--- config.mk ---
export PLATFORM = sky130hd
export DESIGN_NAME = fwd_hazard_unit
export DESIGN_NICKNAME = d
export VERILOG_FILES = /design/src/rtl/fwd_hazard_unit.sv
export SDC_FILE = /design/constraint.sdc
export NUM_CORES = 1
export LEC_CHECK = 0
export ABC_AREA = 1
export BUFFER_PORTS_ARGS = -buffer_cell sky130_fd_sc_hd__buf_2
export CORE_MARGIN = 5
export CORE_UTILIZATION = 54
export CTS_CLUSTER_DIAMETER = 40
export DETAILED_ROUTE_END_ITERATION = 6
export GPL_TIMING_DRIVEN = 0
export MAX_ROUTING_LAYER = met4
export PLACE_DENSITY = 0.8
export REMOVE_ABC_BUFFERS = 1
export SLEW_MARGIN = 20
export SYNTH_ARGS = -nofsm -noshare
export SYNTH_HDL_FRONTEND = slang
export SYNTH_SLANG_ARGS = --single-unit
--- constraint.sdc ---
create_clock -name clk -period 2.08 [get_ports clk]
set_input_delay 0.416 -clock clk [delete_from_list [all_inputs] [get_ports clk]]
set_output_delay 0.416 -clock clk [all_outputs]
set_load 0.05 [all_outputs]
--- src/rtl/fwd_hazard_unit.sv ---
// Register-hazard tracking: owns EX/MEM destination slots, drives operand forwarding selects,
// the one-cycle load-use stall and a saturating stall counter. Option: FWD_ZERO_REG_GUARD_EN.
module fwd_hazard_unit #(
  parameter int unsigned REG_W    = 5,
  parameter int unsigned ZERO_REG = 31,
  parameter int unsigned CNT_W    = 16
) (
  input  logic             clk,
  input  logic             reset_n,
  input  logic             id_valid,
  input  logic [REG_W-1:0] id_rn,
  input  logic [REG_W-1:0] id_rm,
  input  logic             id_rn_used,
  input  logic             id_rm_used,
  input  logic [REG_W-1:0] id_rd,
  input  logic             id_reg_write,
  input  logic             id_mem_read,
  input  logic             flush,
  output logic             stall,
  output logic [1:0]       fwd_a,
  output logic [1:0]       fwd_b,
  output logic [CNT_W-1:0] stall_count
);

  localparam logic [REG_W-1:0] ZeroReg = REG_W'(ZERO_REG);

`ifdef FWD_ZERO_REG_GUARD_EN
  localparam logic ZeroGuard = 1'b1;
`else
  localparam logic ZeroGuard = 1'b0;
`endif

  localparam logic [1:0] SelRf  = 2'b00;
  localparam logic [1:0] SelEx  = 2'b01;
  localparam logic [1:0] SelMem = 2'b10;

  logic             ex_valid_q, ex_reg_write_q, ex_mem_read_q;
  logic [REG_W-1:0] ex_rd_q;
  logic             mem_valid_q, mem_reg_write_q;
  logic [REG_W-1:0] mem_rd_q;
  logic [CNT_W-1:0] stall_count_q;

  logic ex_live, mem_live;
  logic ex_hit_a, ex_hit_b, mem_hit_a, mem_hit_b;
  logic load_use;

  // A slot can only source a hit if it really writes a register (and, when guarded, not XZR).
  assign ex_live  = ex_valid_q & ex_reg_write_q & ~(ZeroGuard & (ex_rd_q == ZeroReg));
  assign mem_live = mem_valid_q & mem_reg_write_q & ~(ZeroGuard & (mem_rd_q == ZeroReg));

  assign ex_hit_a  = ex_live & (ex_rd_q == id_rn) & id_rn_used & id_valid;
  assign ex_hit_b  = ex_live & (ex_rd_q == id_rm) & id_rm_used & id_valid;
  assign mem_hit_a = mem_live & (mem_rd_q == id_rn) & id_rn_used & id_valid;
  assign mem_hit_b = mem_live & (mem_rd_q == id_rm) & id_rm_used & id_valid;

  assign load_use = id_valid & ex_valid_q & ex_mem_read_q & ex_reg_write_q & (ex_hit_a | ex_hit_b);

  always_comb begin
    fwd_a = SelRf;
    fwd_b = SelRf;
    if (!load_use) begin
      if (ex_hit_a)       fwd_a = SelEx;
      else if (mem_hit_a) fwd_a = SelMem;
      if (ex_hit_b)       fwd_b = SelEx;
      else if (mem_hit_b) fwd_b = SelMem;
    end
  end

  assign stall       = load_use;
  assign stall_count = stall_count_q;

  always_ff @(posedge clk or negedge reset_n) begin
    if (!reset_n) begin
      ex_valid_q      <= 1'b0;
      ex_reg_write_q  <= 1'b0;
      ex_mem_read_q   <= 1'b0;
      ex_rd_q         <= '0;
      mem_valid_q     <= 1'b0;
      mem_reg_write_q <= 1'b0;
      mem_rd_q        <= '0;
      stall_count_q   <= '0;
    end else begin
      mem_valid_q     <= ex_valid_q;
      mem_reg_write_q <= ex_reg_write_q;
      mem_rd_q        <= ex_rd_q;
      if (load_use || flush || !id_valid) begin
        ex_valid_q     <= 1'b0;
        ex_reg_write_q <= 1'b0;
        ex_mem_read_q  <= 1'b0;
        ex_rd_q        <= '0;
      end else begin
        ex_valid_q     <= 1'b1;
        ex_reg_write_q <= id_reg_write;
        ex_mem_read_q  <= id_mem_read;
        ex_rd_q        <= id_rd;
      end
      if (load_use && (stall_count_q != '1)) begin
        stall_count_q <= stall_count_q + CNT_W'(1);
      end
    end
  end

endmodule

* Word-level counts from Yosys, hierarchy flattened *
Cells that the tools add are included.

storage, ports and cells
  register bits after elaboration = 31

cells by class
  $add $sub $neg = 1
  equal/unequal tests = 5
  multiplexer cells = 10
  bitwise operators = 19
  reductions and logical operators = 4

operators by type and width
  cell                   number
  $eq 5x5->1             4
  $and 1x1->1            18
  $add 16x1->16 const B  1
  $ne 16x16->1 const B   1
  $mux 2                 6
  $mux 5                 1
  $mux 1                 3
  $logic_or 1x1->1       2
  $logic_and 1x1->1      1
  $logic_not 1->1        1
  $or 1x1->1             1

* Longest topological paths before layout *
Gate-level depths: netlist of run 1.

  depth in word-level cells = 9
  mapped depth = 10

* Worst setup path before layout of run 1 *
Ideal clock, no wire load.

  path type = input to output
  start = input port id_rn[3]
  end = output port fwd_a[1]
  arrival = 1,802 ps
  data required time = 1,664 ps
  path slack = -138 ps
  stages = 9
  path buffers = 0
  path through = inv_1 nand2_1 nand2_1 nor2_2 nand3_2 nand2_2 nand2_1 inv_1 nor2_1

on the way
  cells in the longest elaborated chain, start to end = 7
  elaborated cells between the ends (all ways) = 13
  classes of those cells = eq/ne: 2; mux: 3; bitwise: 8

RTL lines
  element                    line  source
  start, declared            11    input logic [REG_W-1:0] id_rn,
  $eq 5x5->1                 51    assign ex_hit_a = ex_live & (ex_rd_q == id_rn) & id_rn_used & id_valid;
  $and 1x1->1 (3 in series)  51
  $or 1x1->1                 56    assign load_use = id_valid & ex_valid_q & ex_mem_read_q & ex_reg_write_q & (ex_hit_a | ex_hit_b);
  $and 1x1->1                56
  named net stall            19    output logic stall,
  $mux 2                     61    if (!load_use) begin
  end, declared              20    output logic [1:0] fwd_a,

The timed path passes the listed nets, and every way through them passes these cells.

* Worst setup path in the final report of run 1 *
  start = register ex_rd_q[3]
  end = output port fwd_b[1]

on the way
  cells in the longest elaborated chain, start to end = 7
  elaborated cells between the ends (all ways) = 12
  classes of those cells = eq/ne: 2; mux: 2; bitwise: 8

RTL lines
  element                                       line    source
  start, declared                               38      logic [REG_W-1:0] ex_rd_q;
  start signal, assigned                        95      ex_rd_q <= id_rd;
  $eq 5x5->1 (on tied branches)                 51, 52
  $and 1x1->1 (on tied branches) (3 in series)  51, 52
  $or 1x1->1                                    56
  $and 1x1->1                                   56
  $mux 2 *                                      61
  end, declared                                 21      output logic [1:0] fwd_b,

Mark *: on every way between the ends. The rest lies on a longest branch, timed or not.

==> results of run 1 <==
==> area by class of cell <==
| type | count | area [sq um] |
|---|---|---|
| multi-input combinational | 205 | 1080 |
| fill | 280 | 943 |
| sequential | 31 | 776 |
| timing repair buffer | 53 | 329 |
| inverter | 43 | 168 |
| tap | 46 | 57.6 |
| clock buffer | 5 | 37.5 |
| clock inverter | 3 | 23.8 |
| timing repair inverter | 1 | 5.00 |
==> logic make-up after synthesis <==
family | Yosys count | synth area share
xor+xnor | 6 | 0.0270
simple gates | 184 | 0.420
flops | 31 | 0.399
compound gates | 13 | 0.0399
fa+ha+maj | 1 | 0.00643
buf+inv | 49 | 0.108
==> worst max-delay path, stage by stage (launching register included) <==
cell	delay, ns
dfrtp_1	0.43
inv_1	0.09
nand2_1	0.07
nand2_2	0.08
nor2_4	0.04
nand3_4	0.11
buf_6	0.11
nand4_1	0.07
nor2_1	0.15
buf_6	0.18
==> per-layer routing <==
metal,vias to the layer above,part of all wire
met5,-,0
met4,0,0.017
met3,8,0.072
met2,67,0.47
met1,928,0.44
li1,1009,-
==> path summary, 6_finish.rpt <==
| kind | end | startpoint | cells past startpoint |
|---|---|---|---|
| hold reg to reg | mem_reg_write_q | ex_reg_write_q | 0 |
| setup reg to reg | stall_count[1] | ex_rd_q[2] | 11 |
| hold / removal | mem_rd_q[0] | reset_n | 1 |
| setup / recovery | fwd_b[1] | ex_rd_q[3] | 9 |
| max in group asynchronous | stall_count[15] | reset_n | 1 |
| min in group clk | ex_mem_read_q | id_mem_read | 3 |
==> Yosys cell counts (all sizes together) <==
library cell and instances:
a21oi 1, ha 1, o22ai 4, inv 43, a211oi 1, buf 6, dfrtp 31, nand3 14
nor3 1, xnor2 3, nand2 107, a31oi 1, nor2 39, o21ai 6, nand4 23, xor2 3
==> layout by cell type (no fill, tap or decap) <==
master and count:
nand3_1 9, clkinvlp_4 3, nand2_1 96, inv_4 1
nand3_4 3, xor2_1 3, buf_8 1, nand2_4 2
o21ai_0 5, buf_4 9, nand4_1 23, a21oi_2 1
nand2_2 9, nor2_4 5, nor3_2 1, a211oi_1 1
nor2_1 28, nor2_2 6, inv_6 1, a31oi_1 1
o21ai_2 1, ha_1 1, xnor2_1 3, clkinvlp_2 1
buf_2 38, dfrtp_1 31, o22ai_1 4, inv_1 36
buf_6 5, nand3_2 2, inv_2 5, nand2_8 1
clkbuf_4 5
==> flip-flops by register name, indices dropped and copies added, names as in the netlist <==
name / count
stall_count: 16
mem_rd_q: 5
ex_valid_q: 1
mem_reg_write_q: 1
ex_mem_read_q: 1
mem_valid_q: 1
ex_reg_write_q: 1
ex_rd_q: 5
==> power breakdown <==
group | internal [mW] | total, mW | leakage [nW] | switching (mW)
combinational | 0.0408 | 0.111 | 0.872 | 0.0701
clock | 0.135 | 0.378 | 0.0278 | 0.243
sequential | 0.614 | 0.624 | 0.424 | 0.0102
total | 0.790 | 1.11 | 1.32 | 0.323
==> metrics by stage <==
stage	power, mW	setup TNS, ns	utilization
floorplan	0.678	-0.616	-
CTS	1.10	-0.00999	0.700
global route	1.17	-0.341	0.724
global placement	0.725	-0.340	0.635
detailed placement	0.727	-0.311	0.635
finish	1.11	-0.0429	0.724
==> what timing repair did <==
action                                  CTS  global route
resized for setup                        27            20
gates cloned                              2             0
setup buffers                             7             3
pin swaps                                 8             9
endpoints found under the setup margin    5             5
endpoints found under the hold margin     0             0
==> results.toml, run 1 <==
[status]
status = "finished with violations"
violations = "setup timing"

[synthesis]
synth_cell_types = 21
yosysSeqAreaShare = 0.399
avgSynthCellArea_sq_um = 6.85
synthTopCellsByArea = "dfrtp_1, nand2_1, inv_1, nand4_1, nor2_1"
postSynthCellCount = 284
yosys_warnings = 0
synth-seq-cells = 31
yosys.area.top_type = "dfrtp_1"
yosysTopAreaCellShare = 0.399
syn_area_sq_um = 1950

[clocking]
clock_path_buffers = 2
cts_tree = "yes"
cts_root_buf = "clkbuf_4"
cts_hold_buffers = 0
cts_buffers = 5
clk_pin_slew_ns = 0.11
htreeDepth = 2
clk-insertion-delay-late_ns = 0.36
cts_sinks = 31

[timing]
fin_crit_ns = 2.12
setup_ws_ns = -0.0400
worst_pin_slew_ns = 0.687
hold_ws_ns = 0.0813
max_freq_mhz = 472
skew_ns = 0.00718
setup_violations = 2
maxSlewViolCount = 0
slew_headroom = 0.542
final_hold_viol_count = 0
grt_setup_unrepaired = "yes"
post-route-period-util = 1.02

[floorplanning]
floorplan.initialDensity = 0.570
die_w_um = 70.0
rows = 21
ios = 44
dieArea_sq_um = 4900
die_h_um = 70.0
coreArea_sq_um = 3420

[setup_path]
cp.required_ns = 1.66
critPathMaxFanout = 4
startpoint_type = "flop"
crit_type = "reg -> out"
r2r_slack_ns = 0.24
cp-end-kind = "output port"
arrival_ns = 1.70

[place]
preCtsSetupSlack_ns = -0.116
gp_congestion = 0.907
place_inst = 367
hpwl_um = 3340
post_dp_cell_area_sq_um = 2170
io_buffer_count = 43

[cells_and_area]
n_antenna_cell = 0
fin_area_sq_um = 2470
layout-drive-gt1-share = 0.293
syn_to_final_growth_pct = 27.1
fin_nets = 364
instances_no_fill = 387

[worst_hold_path]
hold_path_class = "in -> async"

[grt]
antenna_found_initial = 0
grt_pass1_vias = 1832
grt_use_met1 = 0.280
grt_max_degree = 32
busiest_layer = "met2"
grt_pass1_wl_um = 8220
use_met2 = 0.335
grt.overflow.total = 0
grt_usage = 0.221
use_met3 = 0.0631

[power]
power.density_nw_per_um2 = 450
vdd_drop_max_uv = 514
p_leak_nw = 1.32

[route]
routed_wl_um = 5050
ant_nets = 0
wire_per_inst_um = 13.1
viasPerCell = 5.20
dr.pass1.iters = 5
drtIter0Drc = 139
vias = 2012
drt_drc_violations_left = 0

[flow_run]
cap_violations = 0
Power figures use the tool's default switching activity.
==> run 2: changes to the inputs <==
- clock period: 2.08 -> 2.4 ns (I/O delays scaled with it)
==> run 2 against run 1 <==
Compared with the run above: the run now ends clean; cell area fell by 5.1%; critical path depth rose by 1; clock skew fell by 0.00094 ns; wire length fell by 2.8%; setup slack improved by 0.18 ns; first-iteration DRC count fell by 17%; register-to-register slack improved by 0.36 ns; power fell by 15%; sequential power fell by 13%; worst hold slack improved by 0.059 ns; cell count fell by 0.52%; clock-buffer cell count did not move.
==> results.toml, run 2 (synthesis gave the netlist of run 1 again) <==
[status]
status = "complete, no violations"

[power]
p_leak_nw = 1.29
power.density_nw_per_um2 = 405
design_power_total_mw = 0.950
vdd_drop_max_uv = 453

[grt]
antenna_found_initial = 0
grt_usage = 0.217
grt_pass1_wl_um = 8100
grt_max_degree = 32
grt.overflow.total = 0
grt_pass1_vias = 1818

[clocking]
clk-insertion-delay-late_ns = 0.36
cts_root_buf = "clkbuf_4"
cts_sinks = 31
cts_buffers = 5
clk_pin_slew_ns = 0.11
htreeDepth = 2
cts_tree = "yes"
clock_path_buffers = 2

[setup_path]
worst-path-buf-inv = 3
cp.required_ns = 1.92
max_stage_delay_ns = 0.42
cpLargestDelayFamily = "simple AND/OR/NAND/NOR gates"
crit_path_cell_trace = "inv_1 -> nand2_1 -> nand2_1 -> nor2_1 -> nand3_2 -> nand2_8 -> nand2_1 -> inv_1 -> nor2_1 -> buf_4"
arrival_ns = 1.78
critPathSlowestCell = "dfrtp_1"
rr_worst_depth = 8
r2r_slack_ns = 0.60
cp-end-kind = "output port"
cpMostUsedCell = "nand2_1"
crit_type = "reg -> out"
cp.depth = 10
critPathMaxFanout = 4
r2r_start = "stall_count[0]"
r2r_end = "stall_count[12]"
startpoint_type = "flop"

[timing]
fin_crit_ns = 2.26
slew_headroom = 0.544
max_freq_mhz = 443
maxSlewViolCount = 0
hold_ws_ns = 0.141
setup_ws_ns = 0.142
worst_pin_slew_ns = 0.684
final_hold_viol_count = 0
skew_ns = 0.00624
setup_violations = 0
post-route-period-util = 0.941

[cells_and_area]
layout-drive-gt1-share = 0.230
largest_reg_flops = 16
final_core_util = 0.687
fin_area_sq_um = 2350
fill_cells = 308
mostFrequentLayoutCell = "nand2_1"
syn_to_final_growth_pct = 20.6
fin_nets = 362
n_antenna_cell = 0
mostFrequentLayoutCells = "nand2_1, inv_1, buf_2, nor2_1, dfrtp_1"

[place]
post_dp_cell_area_sq_um = 2170
io_buffer_count = 43
gp_congestion = 0.907
hpwl_um = 3340
preCtsSetupSlack_ns = 0.0759

[floorplanning]
rows = 21
coreArea_sq_um = 3420
die_h_um = 70.0
ios = 44
floorplan.initialDensity = 0.570
die_w_um = 70.0
dieArea_sq_um = 4900

[route]
drtIter0Drc = 115
routed_wl_um = 4910
viasPerCell = 5.11
drt_drc_violations_left = 0
vias = 1966
dr.pass1.iters = 5
wire_per_inst_um = 12.8
ant_nets = 0

[flow_run]
cap_violations = 0

[worst_hold_path]
hold_path_class = "in -> async"
## run 2: changes by cell type in the layout (fill, tap and decap cells not counted), sizes merged
cell / delta
buf: -2
## run 2: what timing repair did
| item | in CTS | in global routing |
|---|---|---|
| setup buffers | 5 | 3 |
| hold endpoints to repair | 0 | 0 |
| hold buffers | 0 | 0 |
| endpoints found under the setup margin | 3 | 4 |
| cloned | 2 | 0 |
| resized for setup | 6 | 7 |
| pin swaps | 2 | 3 |
## run 2: power breakdown
part	internal [mW]	leakage [nW]	switching, mW
clock	0.117	0.0278	0.212
combinational	0.0308	0.841	0.0516
sequential	0.532	0.424	0.00768
total	0.680	1.29	0.271
## run 2: cell type report
cell class / count / area, sq um / area share
clock buffer: 5 / 37.5 / 0.0160
clock inverter: 3 / 23.8 / 0.0101
inverter: 43 / 165 / 0.0704
multi-input combinational: 205 / 997 / 0.425
sequential: 31 / 776 / 0.330
tap: 46 / 57.6 / 0.0245
timing repair buffer: 51 / 285 / 0.122
timing repair inverter: 1 / 5.00 / 0.00213
## run 2: routing by layer
| metal | share of wire | track usage | vias up |
|---|---|---|---|
| met5 | 0 | - | - |
| met4 | 0.032 | 0.106 | 0 |
| met3 | 0.082 | 0.0631 | 17 |
| met2 | 0.44 | 0.312 | 65 |
| met1 | 0.44 | 0.278 | 879 |
| li1 | - | - | 1005 |
## run 2: through the flow
stage,setup TNS [ns],std cells
global placement,0,367
floorplan,-0.232,278
detailed placement,0,367
CTS,0,382
global route,-0.00150,385
finish,0,385
## run 2: how the worst max path moves through the flow
stage / from / end / slack [ns]
global placement: id_rm[2] / stall / 0.06
floorplan: id_rn[3] / fwd_a[1] / -0.12
finish: ex_rd_q[2] / fwd_a[1] / 0.14
detailed placement: id_rn[2] / stall / 0.08
global route: ex_rd_q[3] / fwd_a[1] / -0.002
CTS: ex_rd_q[2] / fwd_a[1] / 0.03
==> run 3: changes to the inputs <==
- CORE_ASPECT_RATIO: default -> 0.6
==> run 3 against run 2 <==
Compared with the run above: clock-buffer cell count rose by 1; cell area up 0.48%; power increased by 8.8%; utilization increased by 1.4 points; sequential share of layout area shrank 0.10 points; cell count shrank 0.78%; wire length rose by 7.5%; fmax is 0.14% lower; critical path depth stayed put; via count up 3.6%; critical path type unchanged; critical endpoint unchanged; largest power group unchanged.
==> results.toml, run 3 (synthesis gave the netlist of run 1 again) <==
[timing]
setup_ws_ns = 0.138
slew_headroom = 0.538
final_hold_viol_count = 0
worst_pin_slew_ns = 0.693
post-route-period-util = 0.942
setup_violations = 0
maxSlewViolCount = 0
skew_ns = 0.0103
max_freq_mhz = 442
fin_crit_ns = 2.26

[place]
io_buffer_count = 43
preCtsSetupSlack_ns = 0.00815
post_dp_cell_area_sq_um = 2170
hpwl_um = 3660
gp_congestion = 0.954

[clocking]
cts_tree = "yes"
clk_pin_slew_ns = 0.07
cts_sinks = 31
cts_hold_buffers = 0
clock_path_buffers = 2
htreeDepth = 2
cts_root_buf = "clkbuf_8"
clk-insertion-delay-late_ns = 0.28
cts_buffers = 5

[cells_and_area]
n_antenna_cell = 0
fin_area_sq_um = 2360
mostFrequentLayoutCells = "nand2_1, inv_1, buf_2, nor2_1, dfrtp_1"
fill_cells = 286
largest_reg_flops = 16
layout-drive-gt1-share = 0.228
syn_to_final_growth_pct = 21.2
fin_nets = 360
mostFrequentLayoutCell = "nand2_1"

[flow_run]
cap_violations = 0

[setup_path]
critPathMaxFanout = 6
startpoint_type = "flop"
r2r_start = "stall_count[0]"
cp.required_ns = 1.92
arrival_ns = 1.78
crit_type = "reg -> out"
cp-startpoint = "ex_rd_q[3]"
cp-end-kind = "output port"

[grt]
grt_max_degree = 32
antenna_found_initial = 0
grt.overflow.total = 0
grt_pass1_wl_um = 8100
grt_usage = 0.219
grt_pass1_vias = 1652

[floorplanning]
floorplan.initialDensity = 0.578
rows = 16
ios = 44
coreArea_sq_um = 3360
dieArea_sq_um = 4940
die_h_um = 56.5
die_w_um = 87.5

[route]
routed_wl_um = 5280
viasPerCell = 5.33
dr.pass1.iters = 5
ant_nets = 0
drtIter0Drc = 262
vias = 2036
drt_drc_violations_left = 0
wire_per_inst_um = 13.8

[power]
power.density_nw_per_um2 = 439
vdd_drop_max_uv = 336
p_leak_nw = 1.30

[worst_hold_path]
hold_path_class = "in -> async"

[status]
status = "complete, no violations"
==> run 3: final cells by class <==
cell class / count / area, sq um / area share
Multi-Input combinational cell: 205 / 1010 / 0.427
Sequential cell: 31 / 777 / 0.329
Timing Repair Buffer: 49 / 263 / 0.111
Inverter: 43 / 165 / 0.0700
Clock buffer: 6 / 72.6 / 0.0308
Tap cell: 45 / 56.3 / 0.0239
Clock inverter: 2 / 12.5 / 0.00531
Timing Repair inverter: 1 / 5.00 / 0.00212
==> run 3: what timing repair did <==
item                       in CTS  in global routing
gates resized for setup         2                  8
setup buffers                   0                  6
pin swaps                       0                  2
gates cloned                    1                  1
setup endpoints to repair       3                  3
==> run 3: power breakdown <==
part	total [mW]	leakage, nW	internal [mW]	switching [mW]
logic	0.0838	0.833	0.0310	0.0528
clock network	0.409	0.0412	0.203	0.206
registers	0.542	0.423	0.532	0.00942
==> run 3: final timing paths <==
kind,endpoint,slack (ns),cells after the start
max,fwd_a[1],0.14,10
min,stall_count[6],0.24,1
min in group clk,mem_reg_write_q,0.38,0
min reg2reg,mem_reg_write_q,0.38,0
max in group asynchronous,ex_rd_q[0],1.66,1
max reg2reg,stall_count[12],0.57,8
==> run 3: worst max-delay path, cell delays in order (launching register included) <==
cell and delay (ns):
dfrtp_1 0.42, inv_1 0.08, nand2_1 0.06, o21ai_0 0.09, nor2_2 0.15, nand3_4 0.16, nand2_8 0.13, nand2_1 0.07
inv_1 0.10, nor2_1 0.05, buf_2 0.20
==> run 3: metal layers <==
| layer | vias up | GRT usage | wire length [um] |
|---|---|---|---|
| li1 | 999 | - | - |
| met4 | 0 | 0.0591 | 27 |
| met3 | 2 | 0.0482 | 540 |
| met2 | 98 | 0.254 | 2060 |
| met1 | 937 | 0.361 | 2650 |
| met5 | - | - | 0 |
==> run 3: through the flow <==
| stage | utilization | power, mW | hold WS, ns | std cells | setup TNS [ns] |
|---|---|---|---|---|---|
| 6_report | 0.701 | 1.03 | 0.239 | 382 | 0 |
| 5_1_grt | 0.701 | 1.07 | 0.308 | 382 | -0.00170 |
| 4_1_cts | 0.674 | 1.03 | 0.273 | 375 | 0 |
| 3_5_place_dp | 0.645 | 0.631 | 0.369 | 366 | 0 |
| 3_3_place_gp | 0.645 | 0.629 | 0.364 | 366 | -0.00695 |
| 2_1_floorplan | - | 0.588 | 0.184 | 278 | -0.232 |
